[src/rtl/fp_pkg.sv]
// rtl/fp_pkg.sv - shared types and constants for the single-precision add/normalise/round block
// Purpose: state enum, default field widths, exponent limits and the working-mantissa type.
// Ports: none (package).
package fp_pkg;

    localparam int EXP_W_DEF = 8;
    localparam int MAN_W_DEF = 23;
    localparam int EXP_MAX   = 255;
    localparam int BIAS      = 127;

    typedef enum logic [2:0] {
        IDLE  = 3'd0,
        ADD   = 3'd1,
        NORM  = 3'd2,
        ROUND = 3'd3,
        HOLD  = 3'd4
    } fpState_t;

    // {carry, hidden, fraction[22:0], guard, round, sticky}
    typedef logic [27:0] workMant_t;

endpackage

[src/rtl/fp_lzc.sv]
// rtl/fp_lzc.sv - leading-zero counter used by the single-cycle normaliser
// Purpose: counts zeros above the most significant set bit; returns W when din is zero.
// Built only when FPADD_FAST_NORM_EN is defined.
// Ports: din  input  [W-1:0]  value to scan
//        count output [CW-1:0] leading-zero count
`ifdef FPADD_FAST_NORM_EN
module fp_lzc
    import fp_pkg::*;
#(
    parameter int W  = $bits(workMant_t),
    parameter int CW = $clog2(W + 1)
) (
    input  logic [W-1:0]  din,
    output logic [CW-1:0] count
);

    // Scanning upward lets the highest set bit overwrite lower ones.
    always_comb begin
        count = CW'(W);
        for (int i = 0; i < W; i++) begin
            if (din[i]) begin
                count = CW'(W - 1 - i);
            end
        end
    end

endmodule
`endif

[src/rtl/add_norm_round.sv]
// rtl/add_norm_round.sv - aligned-mantissa add/subtract, normalise and round-nearest-even
// Purpose: takes pre-aligned operands sharing one exponent and produces an IEEE-754 result.
// Config:  FPADD_FAST_NORM_EN defined -> normalise in one cycle via fp_lzc;
//          undefined -> shift left one bit per cycle. Results are identical either way.
// Ports:   clk, rst_n (sync active-low); in_valid/in_ready operand handshake;
//          signA, signB, op, alignedMantissaA/B, exponentIn, guardBit, roundBit, stickyBit, shiftedB;
//          out_valid/out_ready result handshake; result, overflow, inexact.
module add_norm_round
    import fp_pkg::*;
#(
    parameter int EXP_W = EXP_W_DEF,
    parameter int MAN_W = MAN_W_DEF
) (
    input  logic                   clk,
    input  logic                   rst_n,
    input  logic                   in_valid,
    output logic                   in_ready,
    input  logic                   signA,
    input  logic                   signB,
    input  logic                   op,
    input  logic [MAN_W:0]         alignedMantissaA,
    input  logic [MAN_W:0]         alignedMantissaB,
    input  logic [EXP_W-1:0]       exponentIn,
    input  logic                   guardBit,
    input  logic                   roundBit,
    input  logic                   stickyBit,
    input  logic                   shiftedB,
    output logic                   out_valid,
    input  logic                   out_ready,
    output logic [EXP_W+MAN_W:0]   result,
    output logic                   overflow,
    output logic                   inexact
);

    localparam int WW = MAN_W + 5;
    localparam logic [EXP_W:0]   EXP_TOP = (EXP_W + 1)'((1 << EXP_W) - 1);
    localparam logic [EXP_W:0]   EXP_INC = (EXP_W + 1)'(1);
    localparam logic [EXP_W-1:0] EXP_ONE = EXP_W'(1);

    fpState_t state, stateNext;

    logic             opSignA, opSignB, opOp, opShiftedB, opGuard, opRound, opSticky;
    logic [MAN_W:0]   opMantA, opMantB;
    logic [EXP_W-1:0] opExp;

    // Working magnitude without the carry bit: {hidden, fraction, G, R, S}.
    logic [WW-2:0]    work;
    logic [EXP_W-1:0] workExp;
    logic             workSign;

    // ---------------- ADD stage ----------------
    logic [WW-2:0]  extA, extB, diff;
    logic [WW-1:0]  sum, addWork;
    logic [EXP_W:0] addExpW;
    logic           effSub, bLarger, addSign, addZero, addOvf;

    always_comb begin
        extA    = opShiftedB ? {opMantA, 3'b000} : {opMantA, opGuard, opRound, opSticky};
        extB    = opShiftedB ? {opMantB, opGuard, opRound, opSticky} : {opMantB, 3'b000};
        effSub  = opSignA ^ opSignB ^ opOp;
        bLarger = extB > extA;
        sum     = {1'b0, extA} + {1'b0, extB};
        diff    = bLarger ? (extB - extA) : (extA - extB);
        addWork = sum;
        addExpW = {1'b0, opExp};
        addSign = opSignA;
        if (effSub) begin
            addWork = {1'b0, diff};
            addSign = bLarger ? (opSignB ^ opOp) : opSignA;
        end else if (sum[WW-1]) begin
            // Carry out: renormalise right, folding the dropped bit into sticky.
            addWork = {1'b0, sum[WW-1:2], sum[1] | sum[0]};
            addExpW = {1'b0, opExp} + EXP_INC;
        end
        addZero = (addWork == '0);
        addOvf  = (addExpW == EXP_TOP);
    end

    // ---------------- NORM stage ----------------
    logic [WW-2:0]    normWork;
    logic [EXP_W-1:0] normExp;
    logic             normFlush, normDone;

`ifdef FPADD_FAST_NORM_EN
    localparam int CW = $clog2(WW + 1);
    logic [CW-1:0] lzc, shamt;

    fp_lzc #(.W(WW), .CW(CW)) u_lzc (
        .din   ({1'b0, work}),
        .count (lzc)
    );

    // lzc includes the always-zero carry position, so the real shift is one less.
    // Flushing happens when the shift would drive the exponent below 1.
    always_comb begin
        shamt     = lzc - CW'(1);
        normFlush = ({{(EXP_W + 1 - CW){1'b0}}, lzc} > {1'b0, workExp});
        normWork  = work << shamt;
        normExp   = workExp - {{(EXP_W - CW){1'b0}}, shamt};
        normDone  = 1'b1;
    end
`else
    always_comb begin
        normDone  = work[WW-2];
        normFlush = !work[WW-2] && (workExp == EXP_ONE);
        normWork  = work[WW-2] ? work : {work[WW-3:0], 1'b0};
        normExp   = work[WW-2] ? workExp : (workExp - EXP_ONE);
    end
`endif

    // ---------------- ROUND stage ----------------
    logic [MAN_W:0]   fracSum;
    logic [EXP_W:0]   rndExpW;
    logic             rndInc, rndCarry, rndOvf, rndInexact;

    always_comb begin
        rndInc     = work[2] & (work[1] | work[0] | work[3]);
        rndInexact = work[2] | work[1] | work[0];
        // Hidden bit is set here, so a fraction carry means the mantissa reached 2^(MAN_W+1).
        fracSum    = {1'b0, work[WW-3:3]} + {{MAN_W{1'b0}}, rndInc};
        rndCarry   = fracSum[MAN_W];
        rndExpW    = {1'b0, workExp} + {{EXP_W{1'b0}}, rndCarry};
        rndOvf     = (rndExpW == EXP_TOP);
    end

    // ---------------- FSM ----------------
    always_ff @(posedge clk) begin
        if (!rst_n) begin
            state <= IDLE;
        end else begin
            state <= stateNext;
        end
    end

    always_comb begin
        stateNext = state;
        case (state)
            IDLE:    if (in_valid) stateNext = ADD;
            ADD:     stateNext = (addZero || addOvf) ? HOLD : NORM;
            NORM:    if (normFlush) stateNext = HOLD;
                     else if (normDone) stateNext = ROUND;
            ROUND:   stateNext = HOLD;
            HOLD:    if (out_ready) stateNext = IDLE;
            default: stateNext = IDLE;
        endcase
    end

    always_comb begin
        in_ready  = (state == IDLE);
        out_valid = (state == HOLD);
    end

    // ---------------- datapath registers ----------------
    always_ff @(posedge clk) begin
        if (!rst_n) begin
            result   <= '0;
            overflow <= 1'b0;
            inexact  <= 1'b0;
        end else begin
            case (state)
                IDLE: if (in_valid) begin
                    opSignA    <= signA;
                    opSignB    <= signB;
                    opOp       <= op;
                    opMantA    <= alignedMantissaA;
                    opMantB    <= alignedMantissaB;
                    opExp      <= exponentIn;
                    opGuard    <= guardBit;
                    opRound    <= roundBit;
                    opSticky   <= stickyBit;
                    opShiftedB <= shiftedB;
                    overflow   <= 1'b0;
                    inexact    <= 1'b0;
                end
                ADD: begin
                    work     <= addWork[WW-2:0];
                    workExp  <= addExpW[EXP_W-1:0];
                    workSign <= addSign;
                    if (addZero) begin
                        result <= '0;
                    end else if (addOvf) begin
                        result   <= {addSign, {EXP_W{1'b1}}, {MAN_W{1'b0}}};
                        overflow <= 1'b1;
                        inexact  <= 1'b1;
                    end
                end
                NORM: begin
                    if (normFlush) begin
                        result  <= {workSign, {(EXP_W + MAN_W){1'b0}}};
                        inexact <= 1'b1;
                    end else begin
                        work    <= normWork;
                        workExp <= normExp;
                    end
                end
                ROUND: begin
                    if (rndOvf) begin
                        result <= {workSign, {EXP_W{1'b1}}, {MAN_W{1'b0}}};
                    end else begin
                        result <= {workSign, rndExpW[EXP_W-1:0], fracSum[MAN_W-1:0]};
                    end
                    overflow <= rndOvf;
                    inexact  <= rndInexact;
                end
                default: ;
            endcase
        end
    end

endmodule
[config.mk]
export PLATFORM = sky130hd
export DESIGN_NAME = add_norm_round
export DESIGN_NICKNAME = d
export VERILOG_FILES = /design/src/rtl/fp_pkg.sv /design/src/rtl/fp_lzc.sv /design/src/rtl/add_norm_round.sv
export SDC_FILE = /design/constraint.sdc
export NUM_CORES = 1
export LEC_CHECK = 0
export ABC_AREA = 1
export CAP_MARGIN = 40
export CELL_PAD_IN_SITES_DETAIL_PLACEMENT = 0
export CELL_PAD_IN_SITES_GLOBAL_PLACEMENT = 1
export CORE_MARGIN = 5
export CORE_UTILIZATION = 43
export DETAILED_ROUTE_END_ITERATION = 16
export PLACE_DENSITY = 0.8
export SLEW_MARGIN = 20
export SYNTH_ARGS = -nofsm -noshare
export SYNTH_HDL_FRONTEND = slang
export SYNTH_SLANG_ARGS = --single-unit
[constraint.sdc]
create_clock -name clk -period 5.4 [get_ports clk]
set_input_delay 0.54 -clock clk [delete_from_list [all_inputs] [get_ports clk]]
set_output_delay 0.54 -clock clk [all_outputs]
set_load 0.03 [all_outputs]
==> results_dict.tcl, run 1 <==
set metrics [dict create \
    area_delta_synth_final_pct 14.7 \
    antenna_found_initial 0 \
    grt_usage 0.245 \
    die_h_um 183 \
    crit_end "result[11]" \
    r2r_end "result[11]" \
    htreeDepth 4 \
    antenna_cells 0 \
    first_iter_violations 938 \
    synth.top_cell.area_share 0.232 \
    drt-total-wl_mm 41.6 \
    startpoint "work[2]" \
    fin_tns_setup_ns 0 \
    synth_largest_area_cell "edfxtp_1" \
    drcViolationCount 0 \
    worstPathRequired_ns 5.76 \
    synth_ff_type "edfxtp_1" \
    wire_per_inst_um 16.6 \
    ys_types 53 \
    worstMarginPinSlew_ns 0.682 \
    status "finished clean" \
    clkTransAtPathRegs_ns 0.07 \
    end_kind "flip-flop" \
    drive_above_1_share 0.0596 \
    p_leak_nw 7.48 \
    root_buffer "clkbuf_16" \
    vias_per_cell 5.00 \
    initial_core_util 0.434 \
    yosysSeqAreaShare 0.290 \
    layout_common_cells "774 x nand2_1, 331 x inv_1, 142 x nor2_1" \
    grt_pass1_wl_mm 63.9 \
    pin_count 103 \
    port-buffer-count 102 \
    die_area_mm2 0.0334 \
    drv_slew 0 \
    arrival_ns 4.92 \
    finish.instance_area_mm2 0.0147 \
    fin_skew_ns 0.0134 \
    p_per_area_mw_per_mm2 426 \
    core_mm2 0.0296 \
    slew_headroom 0.544 \
    crit_path_max_fanout 16 \
    holdCritPathClass "flip-flop to flip-flop" \
    ir_drop_uv 181 \
    multi_input_area_mm2 0.00740 \
    reg2reg_depth 27 \
    cts_tree "built" \
    dpl-instance-area_mm2 0.0141 \
    fmaxAchievable_mhz 220 \
    ys_seq_elements 136 \
    die_x_um 183 \
    cap_violations 0 \
    fillers 3130 \
    async_flop_share 0 \
    grt_start_max_net_pins 64 \
    synth_edf_count 99 \
    grt_overflow_total 0 \
    hold_buffers 0 \
    dp_hpwl_mm 34.0 \
    crit_type "flip-flop to flip-flop" \
    fin_nets 2251 \
    holdPathStages 2 \
    cp-start-kind "flip-flop" \
    netlist_instances 2017 \
    cts_setup_buffers 0 \
    seq_area_mm2 0.00371 \
    synth_fp_nets 2167 \
    clock-sinks 136 \
    synthTopCellsByArea "edfxtp_1 23%, nand2_1 23%, inv_1 9.7%" \
    post_cts_resized 0 \
    num_rows 63 \
    gp_congestion 0.957 \
    grt_setup_unrepaired "false" \
    clkLatencyLatePin_ns 0.44 \
    r2r_start "work[2]" \
    period_needed_ns 4.55 \
    syn_area_mm2 0.0128 \
    syn_avg_cell_area_um2 6.36 \
    fin_crit_sh 0.843 \
    finalHoldViolCount 0 \
    yosys_warnings 0 \
    cts_buffers 17 \
    vias 12500 \
    drtAntennaViolNets 0 \
    reg2reg_slack_ns 0.85 \
    dr.pass1.iters 6 \
    final_common_cell "nand2_1" \
    setup-violations-final 0 \
    clock_path_buffers 2 \
    grt_pass1_vias 11700 \
]
## cell usage after synthesis (all sizes together), types with 3 or more instances
library cell,n
edfxtp,99
nor3,15
nand3,127
clkbuf,17
clkinv,5
inv,350
o21ai,52
buf,38
ha,83
o211ai,3
nand3b,7
o21a,4
xor2,40
o22ai,16
a21oi,104
nor2,163
nand4,35
nand2,788
o21bai,9
nor4,3
dfxtp,37
xnor2,7
## worst min path at each step
stage | startpoint | end | slack (ns)
6_report | result[14] | result[14] | 0.46
4_1_cts | result[13] | result[13] | 0.46
2_1_floorplan | workSign | result[31] | 0.53
3_5_place_dp | result[2] | result[2] | 0.45
5_1_grt | result[2] | result[2] | 0.47
3_3_place_gp | result[14] | result[14] | 0.45
## critical path, cell delays in order, from the launching register on
cell      delay (ns)
edfxtp_1        0.39
nand2_1         0.06
inv_1           0.08
nand3_1         0.09
nor2_1          0.12
nand2_1         0.08
nor2_1          0.15
nand2_1         0.12
nor2_1          0.16
nand4_1         0.13
nor2_1          0.21
nand4_1         0.14
nor2_1          0.22
nand4_1         0.19
nor4_1          0.33
ha_1            0.25
nand3_1         0.11
nand3b_1        0.20
nor2_1          0.10
inv_1           0.07
nor2_1          0.11
xor2_1          0.19
nor3_1          0.06
nand4_1         0.10
nand2_1         0.10
inv_1           0.39
o211ai_1        0.17
a21oi_1         0.17
## metal layers
metal,track usage,up-vias,wire length [um]
met5,0,-,0
met1,0.334,5665,19100
li1,-,6450,-
met2,0.418,356,19600
met4,0.0645,0,868
met3,0.0235,42,2020
## sequential cells by signal (all words and copies together), names as in the netlist
signal,cells
opSignA,1
opShiftedB,1
opMantB,24
overflow,1
workExp,8
opOp,1
opGuard,1
workSign,1
opMantA,24
opExp,8
state,3
work,27
opRound,1
opSignB,1
opSticky,1
result,32
inexact,1
## cell families (layout without fill, tap and decap cells)
group	Yosys count	after routing	share of synthesized area
AOI/OAI and AO/OA	199	199	0.0870
and+or+nand+nor	1140	1140	0.373
muxes	2	2	0.00156
xor gates and xnor gates	47	47	0.0342
adders and majority gates	83	83	0.0810
DFF	136	136	0.290
buffers and inverters	410	507	0.134
## report_power, final
part | switching (W) | total, W | internal, W
registers | 0.000147 | 0.00159 | 0.00144
clock network | 0.000537 | 0.00121 | 0.000673
logic | 0.00240 | 0.00346 | 0.00107
total | 0.00308 | 0.00626 | 0.00318
## stage by stage
stage / setup WS [ns] / util / hold WS, ns / instances / total power (W)
CTS: 0.795 / 0.497 / 0.462 / 2503 / 0.00625
global placement: 0.883 / 0.477 / 0.448 / 2471 / 0.00502
global route: 0.141 / 0.498 / 0.475 / 2504 / 0.00674
finish: 0.847 / 0.498 / 0.459 / 2504 / 0.00626
detailed placement: 0.840 / 0.477 / 0.452 / 2471 / 0.00503
floorplan: 1.22 / - / 0.529 / 2017 / 0.00405
## final cells by class
| type | count | area share |
|---|---|---|
| clock buffer | 21 | 0.0342 |
| clock inverter | 11 | 0.00561 |
| multi-input combinational | 1471 | 0.503 |
| timing repair buffer | 120 | 0.0800 |
| tap | 390 | 0.0332 |
| inverter | 355 | 0.0911 |
| sequential | 136 | 0.252 |
(Power assumes the default switching activity.)
==> inputs of run 2 (changes only) <==
Clock period 5.4 ns to 4.3 ns, I/O delays scaled along.
==> run 2 against run 1 <==
Against the previous run: worst hold slack got worse by 0.00065 ns; routed wire length barely moved; largest power group unchanged; register-to-register slack worse by 0.77 ns; critical endpoint unchanged.
==> results_dict.tcl, run 2 (synthesized netlist as in run 1, its figures left out) <==
set metrics [dict create \
    cap_violations 0 \
    drive_above_1_share 0.0925 \
    antenna_cells 0 \
    initial_core_util 0.434 \
    r2r_end "result[11]" \
    grt_pass1_vias 12100 \
    setup-violations-final 0 \
    reg2reg_slack_ns 0.07 \
    r2r_start "work[3]" \
    p_per_area_mw_per_mm2 529 \
    grt_pass1_wl_mm 64.8 \
    dpl-instance-area_mm2 0.0145 \
    dp_cells 2513 \
    crit_end "result[11]" \
    top_register "result" \
    largest_reg_flops 32 \
    fin_nets 2300 \
    dr.pass1.iters 6 \
    crit_type "flip-flop to flip-flop" \
    dp_hpwl_mm 35.3 \
    vias_per_cell 4.94 \
    reg2reg_depth 29 \
    grt_overflow_total 0 \
    port-buffer-count 102 \
    layoutNonFillerInstCount 2553 \
    vias 12600 \
    grt_setup_unrepaired "true" \
    clkTransAtPathRegs_ns 0.07 \
    fin_crit_sh 0.983 \
    end_kind "flip-flop" \
    p_leak_nw 7.72 \
    grt_start_max_net_pins 39 \
    drt-total-wl_mm 41.6 \
    largestRegisters "result: 32 flops, work: 27 flops" \
    clock-sinks 136 \
    antenna_found_initial 0 \
    cts_buffers 17 \
    ir_drop_uv 269 \
    finish.instance_area_mm2 0.0152 \
    cp-start-kind "flip-flop" \
    final_common_cell "nand2_1" \
    worstPathRequired_ns 4.61 \
    root_buffer "clkbuf_16" \
    worstMarginPinSlew_ns 0.728 \
    layout_common_cells "768 x nand2_1, 328 x inv_1, 136 x nor2_1" \
    clkLatencyLatePin_ns 0.44 \
    num_rows 63 \
    status "finished clean" \
    multi_input_area_mm2 0.00751 \
    pin_count 103 \
    drv_slew 0 \
    drtAntennaViolNets 0 \
    grt_usage 0.250 \
    startpoint "work[3]" \
    seq_area_mm2 0.00371 \
    crit_path_max_fanout 16 \
    finalHoldViolCount 0 \
    critPathMaxStageDelay_ns 0.37 \
    first_iter_violations 815 \
    holdCritPathClass "flip-flop to flip-flop" \
    cp_slowest_cell "edfxtp_1" \
    die_h_um 183 \
    fin_skew_ns 0.0123 \
    slew_headroom 0.513 \
    period_needed_ns 4.23 \
    wire_per_inst_um 16.3 \
    drcViolationCount 0 \
    htreeDepth 4 \
    fin_tns_setup_ns 0 \
    fmaxAchievable_mhz 237 \
    area_delta_synth_final_pct 18.6 \
    arrival_ns 4.54 \
    die_area_mm2 0.0334 \
    cts_tree "built" \
    core_mm2 0.0296 \
    final_core_util 0.514 \
    gp_congestion 0.953 \
    fillers 3113 \
    clock_path_buffers 2 \
    die_x_um 183 \
]
==> run 2: cell types whose count changed in the layout (fill, tap and decap cells not counted), sizes merged <==
cell	before	now
buf	18	67
clkbuf	21	18
clkinv	13	8
inv	353	361
==> run 2: routing by layer <==
metal / up-vias / GRT usage / share of wire
met2: 319 / 0.427 / 0.48
met5: - / 0 / 0
met1: 5680 / 0.330 / 0.45
met4: 0 / 0.0675 / 0.021
li1: 6560 / - / -
met3: 46 / 0.0379 / 0.054
==> run 2: what timing repair did <==
action / 4_1_cts / 5_1_grt
hold endpoints to repair: 0 / 0
resized for setup: 0 / 37
hold buffers: 0 / 0
setup endpoints to repair: 0 / 33
setup buffers: 0 / 8
==> run 2: worst min-delay path by stage <==
stage	from	endpoint	slack [ns]	cells after the start
after floorplan	exponentIn[0]	opExp[0]	0.53	0
after global placement	result[8]	result[8]	0.45	2
after detailed placement	result[1]	result[1]	0.45	2
after CTS	result[1]	result[1]	0.46	2
after global routing	result[7]	result[7]	0.47	2
final	result[14]	result[14]	0.46	2
==> run 2: through the flow <==
step                power [W]  setup slack (ns)  hold WS, ns
finish                0.00804            0.0721        0.459
global route          0.00870            -0.272        0.474
CTS                   0.00801            0.0726        0.461
detailed placement    0.00650             0.115        0.452
global placement      0.00647             0.180        0.448
floorplan             0.00509             0.124        0.529
==> run 2: cell type report <==
| class | instances | area share |
|---|---|---|
| multi-input cells | 1471 | 0.494 |
| flip-flops and latches | 136 | 0.244 |
| repair buffers | 169 | 0.104 |
| inverters | 355 | 0.0881 |
| well taps | 390 | 0.0321 |
| clock buffers | 18 | 0.0296 |
| clock inverters | 14 | 0.00823 |
==> run 2: power by group <==
part / switching, W / internal [W]
combinational: 0.00304 / 0.00150
clock: 0.000698 / 0.000798
sequential: 0.000189 / 0.00181
total: 0.00393 / 0.00411
==> run 2: worst max-delay path, delay by kind of cell (launching register included) <==
family / cells / cell delay, ns
xor gates and xnor gates: 1 / 0.08
DFF: 1 / 0.37
adders and majority gates: 1 / 0.13
and+or+nand+nor: 20 / 2.84
AOI/OAI and AO/OA: 2 / 0.17
buffers and inverters: 5 / 0.48
